**src/rtl/simon_core.sv**
```systemverilog
// simon_core: Simon game controller and datapath.
// Records a growing sequence of WIDTH-bit button patterns, plays it back on
// the LEDs from an internal timer, checks the player's repetition of it and
// keeps a score of the longest sequence repeated correctly.
module simon_core #(
  parameter int WIDTH      = 4,
  parameter int ADDR_W     = 6,
  parameter int PLAY_TICKS = 4
) (
  input  logic              sysclk,
  input  logic              rst,
  input  logic              press,
  input  logic              level,
  input  logic [WIDTH-1:0]  pattern,
  output logic [WIDTH-1:0]  pattern_leds,
  output logic [2:0]        mode_leds,
  output logic [ADDR_W:0]   score,
  output logic              win
);

  localparam int DEPTH  = 2 ** ADDR_W;
  localparam int TICK_W = $clog2(PLAY_TICKS) + 1;

  localparam logic [ADDR_W:0]   DEPTH_C   = (ADDR_W + 1)'(DEPTH);
  localparam logic [ADDR_W:0]   ONE_C     = (ADDR_W + 1)'(1);
  localparam logic [TICK_W-1:0] TICK_LAST = TICK_W'(PLAY_TICKS - 1);
  localparam logic [TICK_W-1:0] TICK_ONE  = TICK_W'(1);
  localparam logic [ADDR_W-1:0] IDX_ONE   = ADDR_W'(1);

  typedef enum logic [1:0] {
    S_INPUT    = 2'd0,
    S_PLAYBACK = 2'd1,
    S_REPEAT   = 2'd2,
    S_DONE     = 2'd3
  } mode_e;

  // Easy level takes a single button; hard level takes any non-empty chord.
  function automatic logic is_legal(input logic [WIDTH-1:0] pat, input logic hard);
    logic nonzero;
    logic one_hot;
    nonzero = (pat != '0);
    one_hot = nonzero && ((pat & (pat - WIDTH'(1))) == '0);
    return hard ? nonzero : one_hot;
  endfunction

  function automatic logic [2:0] mode_code(input mode_e m);
    logic [2:0] code;
    case (m)
      S_INPUT:    code = 3'b001;
      S_PLAYBACK: code = 3'b010;
      S_REPEAT:   code = 3'b100;
      default:    code = 3'b111;
    endcase
    return code;
  endfunction

  mode_e             mode_q, mode_d;
  logic [ADDR_W:0]   count_q, count_d;
  logic [ADDR_W-1:0] idx_q, idx_d;
  logic [TICK_W-1:0] tick_q, tick_d;
  logic [ADDR_W:0]   score_q, score_d;
  logic              win_q, win_d;
  logic              level_r_q;
  logic [WIDTH-1:0]  leds_q, leds_d;
  logic [2:0]        mode_leds_q, mode_leds_d;

  // Sequence storage is deliberately left uninitialised; count bounds every use.
  logic [WIDTH-1:0]  mem_q [DEPTH];
  logic              mem_we;
  logic [WIDTH-1:0]  mem_rd;
  logic              at_last;

  assign mem_rd  = mem_q[idx_q];
  assign at_last = ({1'b0, idx_q} == (count_q - ONE_C));

  // Next-state, memory write enable and registered-output values.
  always_comb begin
    mode_d  = mode_q;
    count_d = count_q;
    idx_d   = idx_q;
    tick_d  = tick_q;
    score_d = score_q;
    win_d   = win_q;
    leds_d  = leds_q;
    mem_we  = 1'b0;

    case (mode_q)
      S_INPUT: begin
        leds_d = pattern;
        if (press && is_legal(pattern, level_r_q)) begin
          mem_we  = 1'b1;
          count_d = count_q + ONE_C;
          idx_d   = '0;
          tick_d  = '0;
          mode_d  = S_PLAYBACK;
        end
      end
      S_PLAYBACK: begin
        leds_d = mem_rd;
        if (tick_q == TICK_LAST) begin
          tick_d = '0;
          if (at_last) begin
            idx_d  = '0;
            mode_d = S_REPEAT;
          end else begin
            idx_d = idx_q + IDX_ONE;
          end
        end else begin
          tick_d = tick_q + TICK_ONE;
        end
      end
      S_REPEAT: begin
        leds_d = pattern;
        if (press) begin
          if (pattern == mem_rd) begin
            if (at_last) begin
              score_d = count_q;
              if (count_q == DEPTH_C) begin
                mode_d = S_DONE;
                win_d  = 1'b1;
              end else begin
                mode_d = S_INPUT;
              end
            end else begin
              idx_d = idx_q + IDX_ONE;
            end
          end else begin
            mode_d = S_DONE;
            win_d  = 1'b0;
            idx_d  = '0;
          end
        end
      end
      default: begin
        leds_d = mem_rd;
        if (press) begin
          idx_d = at_last ? '0 : idx_q + IDX_ONE;
        end
      end
    endcase

    mode_leds_d = mode_code(mode_d);
  end

  // Control and output registers; reset wins over any press on the same edge.
  always_ff @(posedge sysclk) begin
    if (rst) begin
      mode_q      <= S_INPUT;
      count_q     <= '0;
      idx_q       <= '0;
      tick_q      <= '0;
      score_q     <= '0;
      win_q       <= 1'b0;
      level_r_q   <= level;
      leds_q      <= '0;
      mode_leds_q <= 3'b001;
    end else begin
      mode_q      <= mode_d;
      count_q     <= count_d;
      idx_q       <= idx_d;
      tick_q      <= tick_d;
      score_q     <= score_d;
      win_q       <= win_d;
      leds_q      <= leds_d;
      mode_leds_q <= mode_leds_d;
    end
  end

  // Sequence memory write port, addressed by the number of entries already held.
  always_ff @(posedge sysclk) begin
    if (mem_we && !rst) begin
      mem_q[count_q[ADDR_W-1:0]] <= pattern;
    end
  end

  assign pattern_leds = leds_q;
  assign mode_leds    = mode_leds_q;
  assign score        = score_q;
  assign win          = win_q;

endmodule

```
**config.mk**
```make
export PLATFORM = sky130hd
export DESIGN_NAME = simon_core
export DESIGN_NICKNAME = d
export VERILOG_FILES = /design/src/rtl/simon_core.sv
export SDC_FILE = /design/constraint.sdc
export NUM_CORES = 1
export LEC_CHECK = 0
export CORE_ASPECT_RATIO = 0.5
export CORE_UTILIZATION = 51
export CTS_CLUSTER_SIZE = 14
export DETAILED_ROUTE_END_ITERATION = 12
export PLACE_DENSITY = 0.67
export SLEW_MARGIN = 15
export SYNTH_ARGS = -nofsm -noshare
export SYNTH_HDL_FRONTEND = slang
export SYNTH_SLANG_ARGS = --single-unit
```
**constraint.sdc**
```tcl
create_clock -name sysclk -period 5.6 [get_ports sysclk]
set_clock_uncertainty 0.15 [all_clocks]
set_input_delay 0.56 -clock sysclk [delete_from_list [all_inputs] [get_ports sysclk]]
set_output_delay 0.56 -clock sysclk [all_outputs]
set_load 0.01 [all_outputs]
```
# After elaboration in Yosys (flattened, before gate mapping)
# Memories as Yosys holds them, arrays and structs flattened. A register that Yosys moved wholly into a read port is not among the register bits.
# Cells that the tools add are included.
op_classes:
  muxes: 31
  addsub: 5
  reduce_logical: 16
  n_bitwise: 1
  n_eq_ne: 14
ops:
  columns: ["cell", "n"]
  rows:
  - ["$mux 6", 9]
  - ["$pmux 6 s3", 1]
  - ["$mux 2", 7]
  - ["$pmux 3 s3", 1]
  - ["$mux 1", 8]
  - ["$ne 2x2->1 const B", 4]
  - ["$reduce_and 4->1", 2]
  - ["$add 7x1->7 const B", 1]
  - ["$eq 6x7->1", 1]
  - ["$eq 7x7->1 const B", 1]
  - ["$sub 7x1->7 const B", 1]
  - ["$add 6x1->6 const B", 1]
  - ["$mux 3", 2]
  - ["$pmux 2 s3", 1]
  - ["$pmux 3 s2", 1]
  - ["$reduce_and 5->1", 1]
  - ["$and 4x4->4", 1]
  - ["$eq 2x1->1 const B", 2]
  - ["$eq 2x2->1 const B", 2]
  - ["$eq 4x4->1", 1]
  - ["$logic_not 2->1", 2]
  - ["$logic_not 4->1", 1]
  - ["$mux 4", 1]
  - ["$reduce_and 2->1", 2]
  - ["11 further kinds", 13]
word_totals:
  in_bits: 8
  mem_count: 1
  ram_bits: 256
  wordCells: 77
  regBits: 34
memory_table:
  columns: ["name", "words", "width", "read_ports", "rd_clocked_by_memory_dff", "write_ports", "line_no", "source"]
  rows:
  - ["mem_q", 64, 4, 1, 1, 1, "68", "logic [WIDTH-1:0] mem_q [DEPTH];"]

# Depth between registers and ports, before layout
# Gate-level depths: netlist (run 1).
depth:
  ltp_word: 11
  depth_mapped: 17

# Worst setup path before layout (run 1)
# Ideal clock, no wire load.
synth_path:
  path_type: "register to register"
  startpoint: "reg count_q[1]"
  endpoint: "reg mode_leds_q[0] (netlist: mode_leds[0])"
  path_stages_with_launch: 13
  setup_time_ns: 0.123
  arrival_time_ns: 3.745
  synth_period_minus_slack_ns: 4.018
  n_path_buf: 1
  setup_slack_ns: 1.582
  cell_sequence: "dfxtp_1 -> clkbuf_1 -> inv_1 -> ha_1 -> nor2b_1 -> o21a_1 -> o32a_1 -> a2111oi_1 -> clkinv_1 -> o41ai_1 -> nand4_1 -> ha_1 -> or2_2"
synth_via:
  elab_chain_cells: 8
synth_lines:
  columns: ["item", "line_no", "source"]
  rows:
  - ["start, declared", "58", "logic [ADDR_W:0] count_q, count_d;"]
  - ["start signal, assigned", "159", "count_q <= count_d;"]
  - ["$sub 7x1->7 or $eq 7x7->1 (tied branches)", "74, 118", null]
  - ["$eq 6x7->1 or $mux 2 (tied branches)", "74, 118", null]
  - ["$mux 2", "116", "if (at_last) begin"]
  - ["$mux 2", "115", "if (pattern == mem_rd) begin"]
  - ["$mux 2", "114", "if (press) begin"]
  - ["$pmux 2 s3 *", "87", "case (mode_q)"]
  - ["net mode_d[0]", "57", "mode_e mode_q, mode_d;"]
  - ["$eq 2x2->1, or another cell as far along", "48", "case (m)"]
  - ["$pmux 3 s3 *", "48", null]
  - ["net mode_leds_d[0]", "65", "logic [2:0] mode_leds_q, mode_leds_d;"]
  - ["end signal, assigned", "165", "mode_leds_q <= mode_leds_d;"]
  - ["end, declared", "65", null]
# The timed path passes the listed nets; every way through them passes the cells marked *.
# A chain may end at the register's enable or synchronous reset.

==> results of run 1 <==
## power groups by stage
stage	clock [mW]	sequential [mW]	combinational [mW]
2_1_floorplan	0	2.45	0.112
3_3_place_gp	0	2.46	0.169
3_5_place_dp	0	2.46	0.172
4_1_cts	1.79	2.41	0.173
5_1_grt	1.88	2.41	0.185
6_report	1.78	2.41	0.172
## final cells by class
| class | instances | area [sq um] |
|---|---|---|
| tap | 315 | 394 |
| multi-input combinational | 421 | 3660 |
| sequential | 295 | 8480 |
| fill | 1872 | 10300 |
| timing repair buffer | 35 | 310 |
| inverter | 13 | 48.8 |
| clock inverter | 13 | 131 |
| clock buffer | 33 | 698 |
## metal layers
layer	vias up	share of wire (%)	track usage, %
met1	3533	44	33.8
met3	65	8.7	6.44
met5	-	0.15	1.33
li1	3085	-	-
met2	301	44	34.4
met4	2	2.9	6.89
## metrics by stage
step / cells / worst slack [ns] / util, %
after floorplan: 772 / 1.58 / -
after global placement: 1079 / 1.32 / 53.7
after detailed placement: 1079 / 1.27 / 53.7
after CTS: 1125 / 1.23 / 57.2
after global routing: 1125 / 0.992 / 57.2
final: 1125 / 1.17 / 57.2
## cells in the mapped netlist (all sizes together), types with 10 or more instances
master	count	area, sq um
edfxtp	257	7720
nor2	96	360
mux4	49	1160
mux2i	41	410
dfxtp	38	761
buf	33	258
nand2	23	93.8
nand2b	17	106
nand3	15	75.1
a21oi	13	65.1
nor3	12	76.3
inv	11	41.3
nor2b	11	68.8
a22oi	10	75.1
clkbuf	10	37.5
## cells by family (layout without fill, tap and decap cells)
kind of cell / after synthesis / after routing / share of synthesized area (%)
XOR/XNOR: 12 / 12 / 0.992
flip-flops: 295 / 295 / 67.9
multiplexers: 98 / 98 / 13.3
buffers and inverters: 56 / 94 / 2.76
AO/OA/AOI/OAI: 90 / 90 / 5.77
AND/OR/NAND/NOR: 214 / 214 / 8.55
adder cells (fa/ha/maj): 7 / 7 / 0.701
## critical path, stage by stage, from the launching register on
cell       delay (ns)
dfxtp_2          0.96
buf_4            0.35
nand2b_1         0.16
o22ai_1          0.10
o31a_1           0.32
a41oi_1          0.32
nand3_1          0.18
a2111oi_4        0.63
nand2_4          0.16
nor3_1           0.31
or2_2            0.17
ha_1             0.21
or2_2            0.26
## registers in the layout, summed over array words and instances, names as in the netlist, named ones only
name / cells
score: 7
mem_q: 256
win: 1
idx_q: 6
mode_q: 2
mode_leds: 2
level_r_q: 1
pattern_leds: 4
count_q: 7
tick_q: 3
## cells in the final DEF (no fill, tap or decap), types with 4 or more instances in the layout
cell type,synthesis,routed
nand2b_1,17,17
nor2b_1,11,11
o21ai_0,5,5
a31oi_1,7,7
clkbuf_1,10,6
buf_2,10,4
or2_2,4,4
mux4_2,33,33
mux2_2,8,8
mux2i_1,41,41
dfxtp_1,38,36
a221oi_1,7,7
clkdlybuf4s50_1,0,18
clkbuf_16,0,27
mux4_1,16,16
a22oi_1,10,10
edfxtp_1,257,257
inv_1,11,11
nor3b_1,4,4
nand2_1,22,22
nand3_1,15,15
xnor2_1,4,4
clkinv_1,2,9
nor2_1,96,96
buf_4,9,12
nand4_1,4,4
nor3_1,10,10
xor2_1,7,7
and2_1,4,4
a21oi_1,13,13
ha_1,7,7
or3_1,6,6
## worst max-delay path by stage
stage                    start      endpoint  slack, ns  cells after the start
detailed placement   flip-flop  mode_leds[0]       1.27                     12
floorplan           count_q[1]  mode_leds[0]       1.58                     12
finish               flip-flop  mode_leds[0]       1.17                     12
global route         flip-flop  mode_leds[0]       0.99                     12
global placement     flip-flop  mode_leds[0]       1.32                     12
CTS                  flip-flop  mode_leds[0]       1.23                     12
==> results.toml, run 1 <==
[clock_network]
cts_buffer_depth = 3
root_buffer = "clkbuf_16"
cts_tree = "yes"
postCtsSetupBuffers = 0
htree_levels = 1
cts.repair.resized = 0
numCtsBuffers = 27
clock_sinks = 295
hold_buffers = 0
path_clk_slew_ns = 0.07
clkLatencyLatePin_ns = 0.53

[timing]
clock.fmax_ghz = 0.226
period_needed_ns = 4.43
holdWs_ns = 0.321
finalSetupTns_ns = 0
period_share_pct = 79.1
worst_slew_pin_slew_ns = 1.00
final_max_slew_viol_count = 0
rsz0062_at_grt = "false"
slew_headroom_pct = 32.8
hold_viol_final = 0
finalSetupViolations = 0

[die]
ios = 23
row_count = 40
die_area_sq_mm = 0.0251
die_width_um = 223
fp.coreArea_sq_mm = 0.0240
die-height_um = 113
initial_core_util_pct = 52.0

[routing]
drt-initial-drc-count = 654
vias_per_cell = 6.21
vias = 6986
drc_errors = 0
wl_per_cell_um = 25.3
finalWirelength_um = 28500
detail-route-antenna-nets = 0
dr.pass1.iters = 5

[job]
maxCapViolCount = 0

[worst_setup_path]
cp_max_fo = 37
arrival_ns = 4.69
rr_worst_depth = 12
r2r_slack_ns = 1.17
cp-end-kind = "flip-flop"
start_kind = "flip-flop"
crit_required_ns = 5.86
critPathKind = "reg -> reg"
reg2reg_to = "mode_leds[0]"

[power]
power.total_mw = 4.36
seqPwrFrac_pct = 55.3
ir_worst_vdd_mv = 0.195
swShare_pct = 20.2
p_leak_nw = 4.21
combPwrFrac_pct = 3.9
pwr-share-clk_pct = 40.7
power_per_cell_area_mw_per_mm2 = 318
netSwitchingPower_uw = 883
p_int_mw = 3.48

[global_route]
grt-ovfl-total = 0
grt_pass1_wl_um = 42800
antenna_found_initial = 0
grt_pass1_vias = 6966
grt_usage_pct = 23.3
grt_max_degree = 68

[logic_synthesis]
synth_top_flop_cell = "edfxtp_1"
synth_cell_types = 77
yosysSeqAreaShare_pct = 67.9
synth_seq_cells = 295
avgSynthCellArea_sq_um = 16.2
synthCells = 772
synth-edff-count = 257
synthArstFlopShare_pct = 0
syn_nets = 787
yosys_warnings = 0
synth_area_sq_mm = 0.0125

[placement]
numPortBuffers = 22
gp_congestion = 0.830
dpl_cell_area_sq_mm = 0.0129
dp_hpwl_um = 18600

[hold_path]
min_to = "mem_q[23][2]"
worstHoldStart = "pattern[2]"
holdCritPathClass = "in -> reg"
hold_path_depth = 1

[finish]
area_growth_syn_to_layout_pct = 9.96
layout-drive-gt1-share_pct = 13.5
fin_area_sq_mm = 0.0137
num_antenna_cells = 0
nets = 808

[status]
status = "finished, final reports clean"
(Power assumes the default switching activity.)
==> run 2, diff against run 1 <==
Clock period 5.6 ns to 4.1 ns, I/O delays scaled along.
==> run 2 against run 1 <==
Via count grew 2.0%. Sequential share of layout area shrank 1.3 points. Die area is the same. Cell count grew 3.3%. Count of clock-buffer cells in the layout grew 7. Flip-flop and latch count is the same. Non-clock buffer count grew 35. Worst setup slack lost 0.98 ns. Critical path depth grew 1. Hold slack lost 0.21 ns. Wire length grew 0.90%. First-iteration DRC count grew 18%. Critical endpoint unchanged.
==> results.toml, run 2 (synthesis results as in run 1) <==
[worst_setup_path]
cp_max_fo = 15
critPathKind = "reg -> reg"
r2r_slack_ns = 0.19
cp-end-kind = "flip-flop"
arrival_ns = 4.19
reg2reg_to = "mode_leds[0]"
start_kind = "flip-flop"
crit_required_ns = 4.38
rr_worst_depth = 13

[placement]
dp_slack_ns = 0.0431
dpl_cell_area_sq_mm = 0.0132
gp_congestion = 0.867
numPortBuffers = 22
dp_hpwl_um = 19100

[routing]
vias_per_cell = 6.13
wl_per_cell_um = 24.7
vias = 7128
finalWirelength_um = 28700
drt-initial-drc-count = 774
detail-route-antenna-nets = 0
dr.pass1.iters = 7
drc_errors = 0

[finish]
layout-drive-gt1-share_pct = 17.6
nFillCells = 1853
multi_input_area_sq_mm = 0.00367
num_antenna_cells = 0
final_cell_mix = "edfxtp_1 (257), nor2_1 (96), buf_4 (44), mux2i_1 (41), dfxtp_1 (35)"
nets = 843
fin_area_sq_mm = 0.0140
regArea_sq_mm = 0.00848
largest_reg_flops = 256
area_growth_syn_to_layout_pct = 12.3
final_common_cell = "edfxtp_1"

[global_route]
grt_usage_pct = 23.4
antenna_found_initial = 0
grt_max_degree = 67
grt_pass1_vias = 7028
grt-ovfl-total = 0
grt_pass1_wl_um = 43300

[clock_network]
cts_tree = "yes"
hold_buffers = 0
clock_sinks = 295
clkLatencyLatePin_ns = 0.55
path_clk_slew_ns = 0.06
root_buffer = "clkbuf_16"
cts_buffer_depth = 3
numCtsBuffers = 27
htree_levels = 1

[timing]
clock.fmax_ghz = 0.256
hold_viol_final = 0
worst_slew_pin_slew_ns = 0.733
slew_headroom_pct = 51.1
rsz0062_at_grt = "false"
period_needed_ns = 3.91
finalSetupViolations = 0
finalWorstSetupSlack_ns = 0.189
final_max_slew_viol_count = 0
period_share_pct = 95.4
finalSetupTns_ns = 0

[die]
ios = 23
fp.coreArea_sq_mm = 0.0240
row_count = 40
initial_core_util_pct = 52.0
die_width_um = 223
die_area_sq_mm = 0.0251
die-height_um = 113

[hold_path]
holdCritPathClass = "in -> reg"
hold_path_depth = 1
min_to = "mem_q[15][3]"
worstHoldStart = "pattern[3]"

[power]
power_per_cell_area_mw_per_mm2 = 421
p_leak_nw = 4.40
ir_worst_vdd_mv = 0.392
power.total_mw = 5.90

[job]
maxCapViolCount = 0

[status]
status = "finished, final reports clean"
## run 2: cell count changes in the layout (fill, tap and decap cells not counted), sizes merged
| cell | previous run | this run |
|---|---|---|
| buf | 17 | 52 |
| clkbuf | 33 | 40 |
| inv | 11 | 12 |
| bufinv | 3 | 0 |
| clkinv | 12 | 9 |
## run 2: routing by layer
metal	up-vias	part of all wire [%]	track usage [%]
li1	3148	-	-
met3	65	8.7	4.76
met4	0	2.8	5.75
met2	309	43	34.8
met1	3606	45	35.6
met5	-	0	0
## run 2: through the flow
stage / hold WS (ns) / std cells / util [%]
6_report: 0.115 / 1162 / 58.4
3_5_place_dp: 0.309 / 1112 / 54.9
2_1_floorplan: 0.324 / 772 / -
4_1_cts: 0.109 / 1160 / 58.3
5_1_grt: 0.112 / 1162 / 58.4
3_3_place_gp: 0.313 / 1112 / 54.9
## run 2: worst max-delay path, cell delays in order, from the launching register on
cell       delay, ns
dfxtp_4         0.50
buf_12          0.21
buf_4           0.25
mux4_1          0.62
o211ai_1        0.17
and4_1          0.26
nor3_1          0.09
a2111oi_4       0.29
buf_4           0.20
nand2_4         0.09
nor3_1          0.30
or2_2           0.18
ha_1            0.21
or2_2           0.27
## run 2: final cells by class
cell class / instances / share of cell area [%]
clock buffers: 40 / 5.45
clock inverters: 8 / 0.366
inverters: 13 / 0.348
multi-input cells: 421 / 26.2
flip-flops and latches: 295 / 60.5
well taps: 315 / 2.81
repair buffers: 70 / 4.35
## run 2: how the worst max path moves through the flow
stage,endpoint,slack [ns],cells past startpoint
floorplan,mode_leds[0],0.08,12
global route,mode_leds[0],0.01,13
global placement,mode_leds[0],0.12,13
finish,mode_leds[0],0.19,13
CTS,mode_leds[0],0.03,13
detailed placement,mode_leds[0],0.04,13
## run 2: power by group
| part | leakage [nW] | switching (mW) | total [mW] | internal (mW) |
|---|---|---|---|---|
| clock network | 0.400 | 1.07 | 2.36 | 1.29 |
| registers | 2.62 | 0.0132 | 3.29 | 3.27 |
| logic | 1.38 | 0.155 | 0.258 | 0.103 |
## run 2: repair_timing
item	in CTS	in global routing
setup buffers	0	2
resized for setup	0	2
hold endpoints to repair	0	0
setup endpoints to repair	0	1
==> run 3, diff against run 2 <==
Settings changed: SLEW_MARGIN 15 to 20.
==> results of run 3 <==
Final layout, timing and power as in run 2 (identical DEF).
